--- config.mk ---
export PLATFORM = sky130hd
export DESIGN_NAME = arcade_input_cond
export DESIGN_NICKNAME = d
export VERILOG_FILES = /design/src/rtl/arcade_input_cond.sv
export SDC_FILE = /design/constraint.sdc
export NUM_CORES = 1
export LEC_CHECK = 0
export BUFFER_PORTS_ARGS = -buffer_cell sky130_fd_sc_hd__buf_2
export CORE_ASPECT_RATIO = 1.4
export CORE_MARGIN = 4
export CORE_UTILIZATION = 59
export CTS_CLUSTER_SIZE = 28
export DETAILED_ROUTE_END_ITERATION = 8
export GPL_ROUTABILITY_DRIVEN = 0
export GPL_TIMING_DRIVEN = 1
export PLACE_DENSITY = 0.75
export SKIP_LAST_GASP = 1
export SLEW_MARGIN = 15
export SYNTH_ARGS = -nofsm -noshare
export SYNTH_HDL_FRONTEND = slang
export SYNTH_SLANG_ARGS = --single-unit
--- constraint.sdc ---
create_clock -name clk_sys -period 7.9 [get_ports clk_sys]
set_input_delay 0.395 -clock clk_sys [delete_from_list [all_inputs] [get_ports clk_sys]]
set_output_delay 0.395 -clock clk_sys [all_outputs]
set_load 0.05 [all_outputs]
--- src/rtl/arcade_input_cond.sv ---
// arcade_input_cond
//   Sits between the control mapping and the core's active-low INP bus.
//   Every raw control bit is synchronised into clk_sys and debounced on a
//   slow tick. Coin bits are then shaped into fixed-width pulses followed by a
//   lockout gap, and each accepted coin is counted for diagnostics.
//
// Ports
//   clk_sys     in   system clock
//   rst_n       in   asynchronous active-low reset
//   enable      in   1 = normal, 0 = all controls inactive, coin FSMs held idle
//   raw_in      in   [NUM_IN] active-high raw controls (asynchronous)
//   inp_n       out  [NUM_IN] conditioned controls, active-low, registered
//   coin_pulse  out  [2] one-cycle strobe per accepted coin
//   coin_cnt0   out  [8] accepted coins on coin 0 (lowest COIN_MASK bit), wraps
//   coin_cnt1   out  [8] accepted coins on coin 1, wraps
//   coin_state  out  [4] debug view of the coin FSMs, {coin1, coin0}

module arcade_input_cond #(
    parameter int                NUM_IN     = 11,
    parameter logic [NUM_IN-1:0] COIN_MASK  = 11'h300,
    parameter int                TICK_DIV   = 4800,
    parameter int                DB_TICKS   = 10,
    parameter int                COIN_TICKS = 500,
    parameter int                COIN_GAP   = 200
) (
    input  logic              clk_sys,
    input  logic              rst_n,
    input  logic              enable,
    input  logic [NUM_IN-1:0] raw_in,
    output logic [NUM_IN-1:0] inp_n,
    output logic [1:0]        coin_pulse,
    output logic [7:0]        coin_cnt0,
    output logic [7:0]        coin_cnt1,
    output logic [3:0]        coin_state
);

    typedef enum logic [1:0] {
        ST_IDLE    = 2'd0,
        ST_ACTIVE  = 2'd1,
        ST_RELEASE = 2'd2,
        ST_GAP     = 2'd3
    } coin_state_t;

    // Position of the n-th set bit of COIN_MASK, or -1 when there is none.
    function automatic int coin_bit(input int n);
        int seen;
        seen = 0;
        for (int i = 0; i < NUM_IN; i++) begin
            if (COIN_MASK[i]) begin
                if (seen == n) return i;
                seen++;
            end
        end
        return -1;
    endfunction

    localparam int COIN_IDX0 = coin_bit(0);
    localparam int COIN_IDX1 = coin_bit(1);
    localparam bit HAS0      = (COIN_IDX0 >= 0);
    localparam bit HAS1      = (COIN_IDX1 >= 0);
    // In-range stand-ins so absent coins never produce an out-of-range select.
    localparam int SAFE0     = HAS0 ? COIN_IDX0 : 0;
    localparam int SAFE1     = HAS1 ? COIN_IDX1 : 0;

    localparam int PW   = (TICK_DIV > 1) ? $clog2(TICK_DIV) : 1;
    localparam int DW   = (DB_TICKS > 1) ? $clog2(DB_TICKS) : 1;
    localparam int TMAX = (COIN_TICKS > COIN_GAP) ? COIN_TICKS : COIN_GAP;
    localparam int TW   = (TMAX > 0) ? $clog2(TMAX + 1) : 1;

    // ------------------------------------------------------------------
    // Two-flop synchroniser
    // ------------------------------------------------------------------
    logic [NUM_IN-1:0] sync1;
    logic [NUM_IN-1:0] sync2;

    always_ff @(posedge clk_sys or negedge rst_n) begin
        if (!rst_n) begin
            sync1 <= '0;
            sync2 <= '0;
        end else begin
            sync1 <= raw_in;
            sync2 <= sync1;
        end
    end

    // ------------------------------------------------------------------
    // Debounce tick prescaler
    // ------------------------------------------------------------------
    logic [PW-1:0] presc;
    logic          tick;

    assign tick = (presc == PW'(TICK_DIV - 1));

    always_ff @(posedge clk_sys or negedge rst_n) begin
        if (!rst_n) begin
            presc <= '0;
        end else if (tick) begin
            presc <= '0;
        end else begin
            presc <= presc + PW'(1);
        end
    end

    // ------------------------------------------------------------------
    // Debounce: stable flips only after DB_TICKS consecutive ticks on which
    // the synchronised input disagreed with it. Runs regardless of enable.
    // ------------------------------------------------------------------
    logic [NUM_IN-1:0] stable;
    logic [DW-1:0]     db_cnt [NUM_IN];

    always_ff @(posedge clk_sys or negedge rst_n) begin
        if (!rst_n) begin
            stable <= '0;
            for (int i = 0; i < NUM_IN; i++) db_cnt[i] <= '0;
        end else if (tick) begin
            for (int i = 0; i < NUM_IN; i++) begin
                if (sync2[i] != stable[i]) begin
                    if (db_cnt[i] == DW'(DB_TICKS - 1)) begin
                        stable[i] <= sync2[i];
                        db_cnt[i] <= '0;
                    end else begin
                        db_cnt[i] <= db_cnt[i] + DW'(1);
                    end
                end else begin
                    db_cnt[i] <= '0;
                end
            end
        end
    end

    // ------------------------------------------------------------------
    // Coin shaping, one FSM per coin bit
    // ------------------------------------------------------------------
    logic [1:0]      coin_active;
    logic [1:0]      pulse_w;
    logic [1:0][7:0] cnt_w;

    for (genvar k = 0; k < 2; k++) begin : g_coin
        localparam int IDX = (k == 0) ? SAFE0 : SAFE1;
        localparam bit HAS = (k == 0) ? HAS0 : HAS1;

        if (HAS) begin : g_fsm
            coin_state_t   st;
            logic [TW-1:0] tcnt;
            logic          prev_q;
            logic          pulse_q;
            logic [7:0]    cnt_q;
            logic          coin_s;
            logic          coin_rise;

            assign coin_s    = stable[IDX];
            assign coin_rise = coin_s & ~prev_q;

            // prev_q tracks stable even while disabled, so a coin that became
            // stable-high during enable low shows no edge once enabled.
            // Timers count down on ticks and leave the state on the tick that
            // would take them to zero; the entry cycle never consumes a tick.
            always_ff @(posedge clk_sys or negedge rst_n) begin
                if (!rst_n) begin
                    st      <= ST_IDLE;
                    tcnt    <= '0;
                    prev_q  <= 1'b0;
                    pulse_q <= 1'b0;
                    cnt_q   <= '0;
                end else begin
                    prev_q  <= coin_s;
                    pulse_q <= 1'b0;
                    if (!enable) begin
                        st   <= ST_IDLE;
                        tcnt <= '0;
                    end else begin
                        case (st)
                            ST_IDLE: begin
                                if (coin_rise) begin
                                    st      <= ST_ACTIVE;
                                    tcnt    <= TW'(COIN_TICKS);
                                    pulse_q <= 1'b1;
                                    cnt_q   <= cnt_q + 8'd1;
                                end
                            end
                            ST_ACTIVE: begin
                                if (tick) begin
                                    if (tcnt <= TW'(1)) begin
                                        if (coin_s) begin
                                            st <= ST_RELEASE;
                                        end else begin
                                            st   <= ST_GAP;
                                            tcnt <= TW'(COIN_GAP);
                                        end
                                    end else begin
                                        tcnt <= tcnt - TW'(1);
                                    end
                                end
                            end
                            ST_RELEASE: begin
                                if (!coin_s) begin
                                    st   <= ST_GAP;
                                    tcnt <= TW'(COIN_GAP);
                                end
                            end
                            ST_GAP: begin
                                if (tick) begin
                                    if (tcnt <= TW'(1)) begin
                                        st <= ST_IDLE;
                                    end else begin
                                        tcnt <= tcnt - TW'(1);
                                    end
                                end
                            end
                            default: st <= ST_IDLE;
                        endcase
                    end
                end
            end

            assign coin_active[k]       = (st == ST_ACTIVE);
            assign pulse_w[k]           = pulse_q;
            assign cnt_w[k]             = cnt_q;
            assign coin_state[2*k +: 2] = st;
        end else begin : g_none
            assign coin_active[k]       = 1'b0;
            assign pulse_w[k]           = 1'b0;
            assign cnt_w[k]             = 8'd0;
            assign coin_state[2*k +: 2] = 2'b00;
        end
    end

    assign coin_pulse = pulse_w;
    assign coin_cnt0  = cnt_w[0];
    assign coin_cnt1  = cnt_w[1];

    // ------------------------------------------------------------------
    // Active-low output bus: plain bits follow stable, coin bits follow
    // their FSM's ACTIVE state.
    // ------------------------------------------------------------------
    logic [NUM_IN-1:0] inp_n_next;

    always_comb begin
        inp_n_next = ~(stable & {NUM_IN{enable}});
        if (HAS0) inp_n_next[SAFE0] = ~(coin_active[0] & enable);
        if (HAS1) inp_n_next[SAFE1] = ~(coin_active[1] & enable);
    end

    always_ff @(posedge clk_sys or negedge rst_n) begin
        if (!rst_n) begin
            inp_n <= '1;
        end else begin
            inp_n <= inp_n_next;
        end
    end

endmodule

==> results_dict.tcl <==
set metrics [dict create \
    antenna_left 0 \
    crit_required_ps 8210 \
    antenna_found_initial 0 \
    die_y_um 138 \
    nNetsFinal 791 \
    cts_resized 0 \
    ir_drop_uv 142 \
    num_rows 47 \
    yosysMostFrequentCell "dfrtp_1" \
    syn-mean-instance-area_um2 10.3 \
    fin_tns_setup_ps 0 \
    drive_above_1_share 0.160 \
    synthTopCellsByArea "dfrtp_1 (46%), ha_1 (6.8%), o21ai_0 (4.6%)" \
    coreArea_um2 11800 \
    cts_tree "built" \
    timing.critical_path.buf_inv 0 \
    fin_util 0.687 \
    drt_first_pass_iters 4 \
    max_cap_violations 0 \
    regToRegSetupSlack_ps 4930 \
    ys_ff_latch 143 \
    arrival_ps 3280 \
    synthDominantCellAreaShare 0.463 \
    drt_wl_total_um 14400 \
    ys_warn_count 0 \
    crit_type "flip-flop to flip-flop" \
    clk_latency_ps 420 \
    hold_viol_final 0 \
    via_count 5471 \
    tightest_slew_ps 993 \
    root_buffer "clkbuf_16" \
    startpoint_type "flip-flop" \
    outcome "completed" \
    critPathCaptureType "flip-flop" \
    async_reset_ff_frac 1.00 \
    die_area_um2 13900 \
    post_cts_buffers 0 \
    ios 47 \
    cts_made_buffers 17 \
    routedWlPerCell_um 16.0 \
    ys.flop_type "dfrtp_1" \
    crit_slowest_cell "or4_4" \
    die_x_um 101 \
    synth_common_cells "dfrtp_1 (132), o21ai_0 (65), nand2_1 (62), nor2_1 (44)" \
    synthCells 691 \
    cts.clk_slew.worst_paths_ps 60 \
    drc 0 \
    crit_family "simple AND/OR/NAND/NOR gates" \
    port_buffers 46 \
    whs_ps 73.5 \
    viasPerCell 6.09 \
    critical_path.max_fanout 72 \
    grtUsageTotal 0.219 \
    slowest_delay_ps 820 \
    fmax_mhz 337 \
    insertedDiodeCount 0 \
    grt_pass1_vias 5456 \
    drv_slew 0 \
    htreeDepth 4 \
    grt_max_degree 84 \
    synth_area_um2 7140 \
    synth-edff-count 0 \
    dp_hpwl_um 9600 \
    finalCritPeriodShare 0.376 \
    grt_overflow 0 \
    hp-class "input port to flip-flop" \
    p_leak_nw 3.70 \
    synth.largest_area_cell "dfrtp_1" \
    grt_setup_unrepaired "false" \
    first_iter_violations 324 \
    start_util 0.604 \
    grt_pass1_wl_um 25000 \
    finalClockSkew_ps 9.30 \
    cts_sinks 143 \
    path_cells "or4b_4, or4_4, o221ai_1, a21oi_1, o32ai_1" \
    synth_cell_types 64 \
    setup_viol 0 \
    ys_seq_area_frac 0.503 \
    power_density_nw_per_um2 239 \
    area_delta_synth_final_pct 13.7 \
    cts.path.max_buffers 2 \
    final.min_clock_period_ps 2970 \
    syn-num-nets 744 \
    slew_headroom 0.338 \
]
==> cells by family (layout without fill, tap and decap cells) <==
| group | count (synthesis) | count (layout) | synth area share |
|---|---|---|---|
| multiplexers | 23 | 23 | 0.0361 |
| buffers and inverters | 62 | 122 | 0.0349 |
| flip-flops | 143 | 143 | 0.503 |
| AND/OR/NAND/NOR | 220 | 220 | 0.160 |
| adder cells (fa/ha/maj) | 39 | 39 | 0.0684 |
| XOR/XNOR | 39 | 39 | 0.0479 |
| AO/OA/AOI/OAI | 165 | 165 | 0.150 |
==> layout make-up <==
cell class              count  area, µm²
fillers                   896       3700
repair buffers             51        277
multi-input cells         486       3310
clock inverters            14        181
inverters                  39        146
clock buffers              18        429
flip-flops and latches    143       3590
well taps                 147        184
==> power breakdown <==
group / switching (mW) / internal (mW) / total (mW)
clock: 0.323 / 0.503 / 0.826
sequential: 0.0345 / 0.766 / 0.800
combinational: 0.205 / 0.111 / 0.316
==> cells in the final DEF, fill, tap and decap left out, types with 3 or more instances in the layout <==
master	count
nor2_1	44
mux2_2	22
o41ai_1	14
and4_1	4
o22ai_1	3
a22oi_1	3
nand2b_1	4
inv_1	39
dfrtp_1	132
dfstp_2	11
clkinvlp_4	3
or3_1	16
nand4_1	12
nand3_1	22
or4_1	3
buf_4	4
o31ai_1	3
o21a_1	5
bufinv_16	3
nand3b_1	13
inv_6	4
ha_1	39
o311ai_0	3
o21bai_1	3
a211oi_1	3
a31oi_1	8
nor4_1	3
nor3_1	7
a21oi_1	24
and2_1	5
xnor2_1	19
buf_2	45
xor2_1	20
and3_1	14
nand2_1	62
clkbuf_16	17
a21boi_0	4
o21ai_0	65
==> through the flow <==
step / cell area, µm² / total power [mW] / setup WS (ps) / std cells
3_5_place_dp: 7490 / 1.12 / 4960 / 865
3_3_place_gp: 7490 / 1.11 / 5010 / 865
5_1_grt: 8120 / 2.03 / 4820 / 898
6_report: 8120 / 1.94 / 4930 / 898
2_1_floorplan: 7140 / 1.02 / 5360 / 691
4_1_cts: 8120 / 1.95 / 4940 / 898
==> flip-flops by register name, summed over array words and instances, names as in the netlist <==
register	cells
inp_n	11
g_coin.g_fsm.st	4
coin_cnt0	8
coin_cnt1	8
db_cnt	44
presc	13
g_coin.g_fsm.tcnt	18
sync2	11
stable	11
g_coin.g_fsm.pulse_q	2
sync1	11
g_coin.g_fsm.prev_q	2
==> per-layer routing <==
| metal | share of wire | routed length (µm) | vias to the layer above | track usage |
|---|---|---|---|---|
| met5 | 0 | 0 | - | 0 |
| met4 | 0.024 | 339 | 0 | 0.0966 |
| met3 | 0.051 | 735 | 38 | 0.0449 |
| met2 | 0.52 | 7500 | 176 | 0.366 |
| met1 | 0.40 | 5800 | 2672 | 0.271 |
| li1 | - | - | 2585 | - |
==> repair_timing <==
action                                  CTS  global route
hold buffers                              1             0
endpoints found under the hold margin    55             0
endpoints found under the setup margin    0             0
==> path summary, 6_finish.rpt <==
kind / cells after the start / to / from
worst max-delay path: 5 / g_coin[0].g_fsm.tcnt[1] / presc[6]
worst min-delay path: 1 / sync1[7] / raw_in[7]
worst max register to register: 5 / g_coin[0].g_fsm.tcnt[1] / presc[6]
worst min register to register: 0 / sync2[0] / sync1[0]
max in group asynchronous: 3 / presc[3] / rst_n
min in group asynchronous: 2 / coin_cnt0[7] / rst_n
Power figures use the tool's default switching activity.
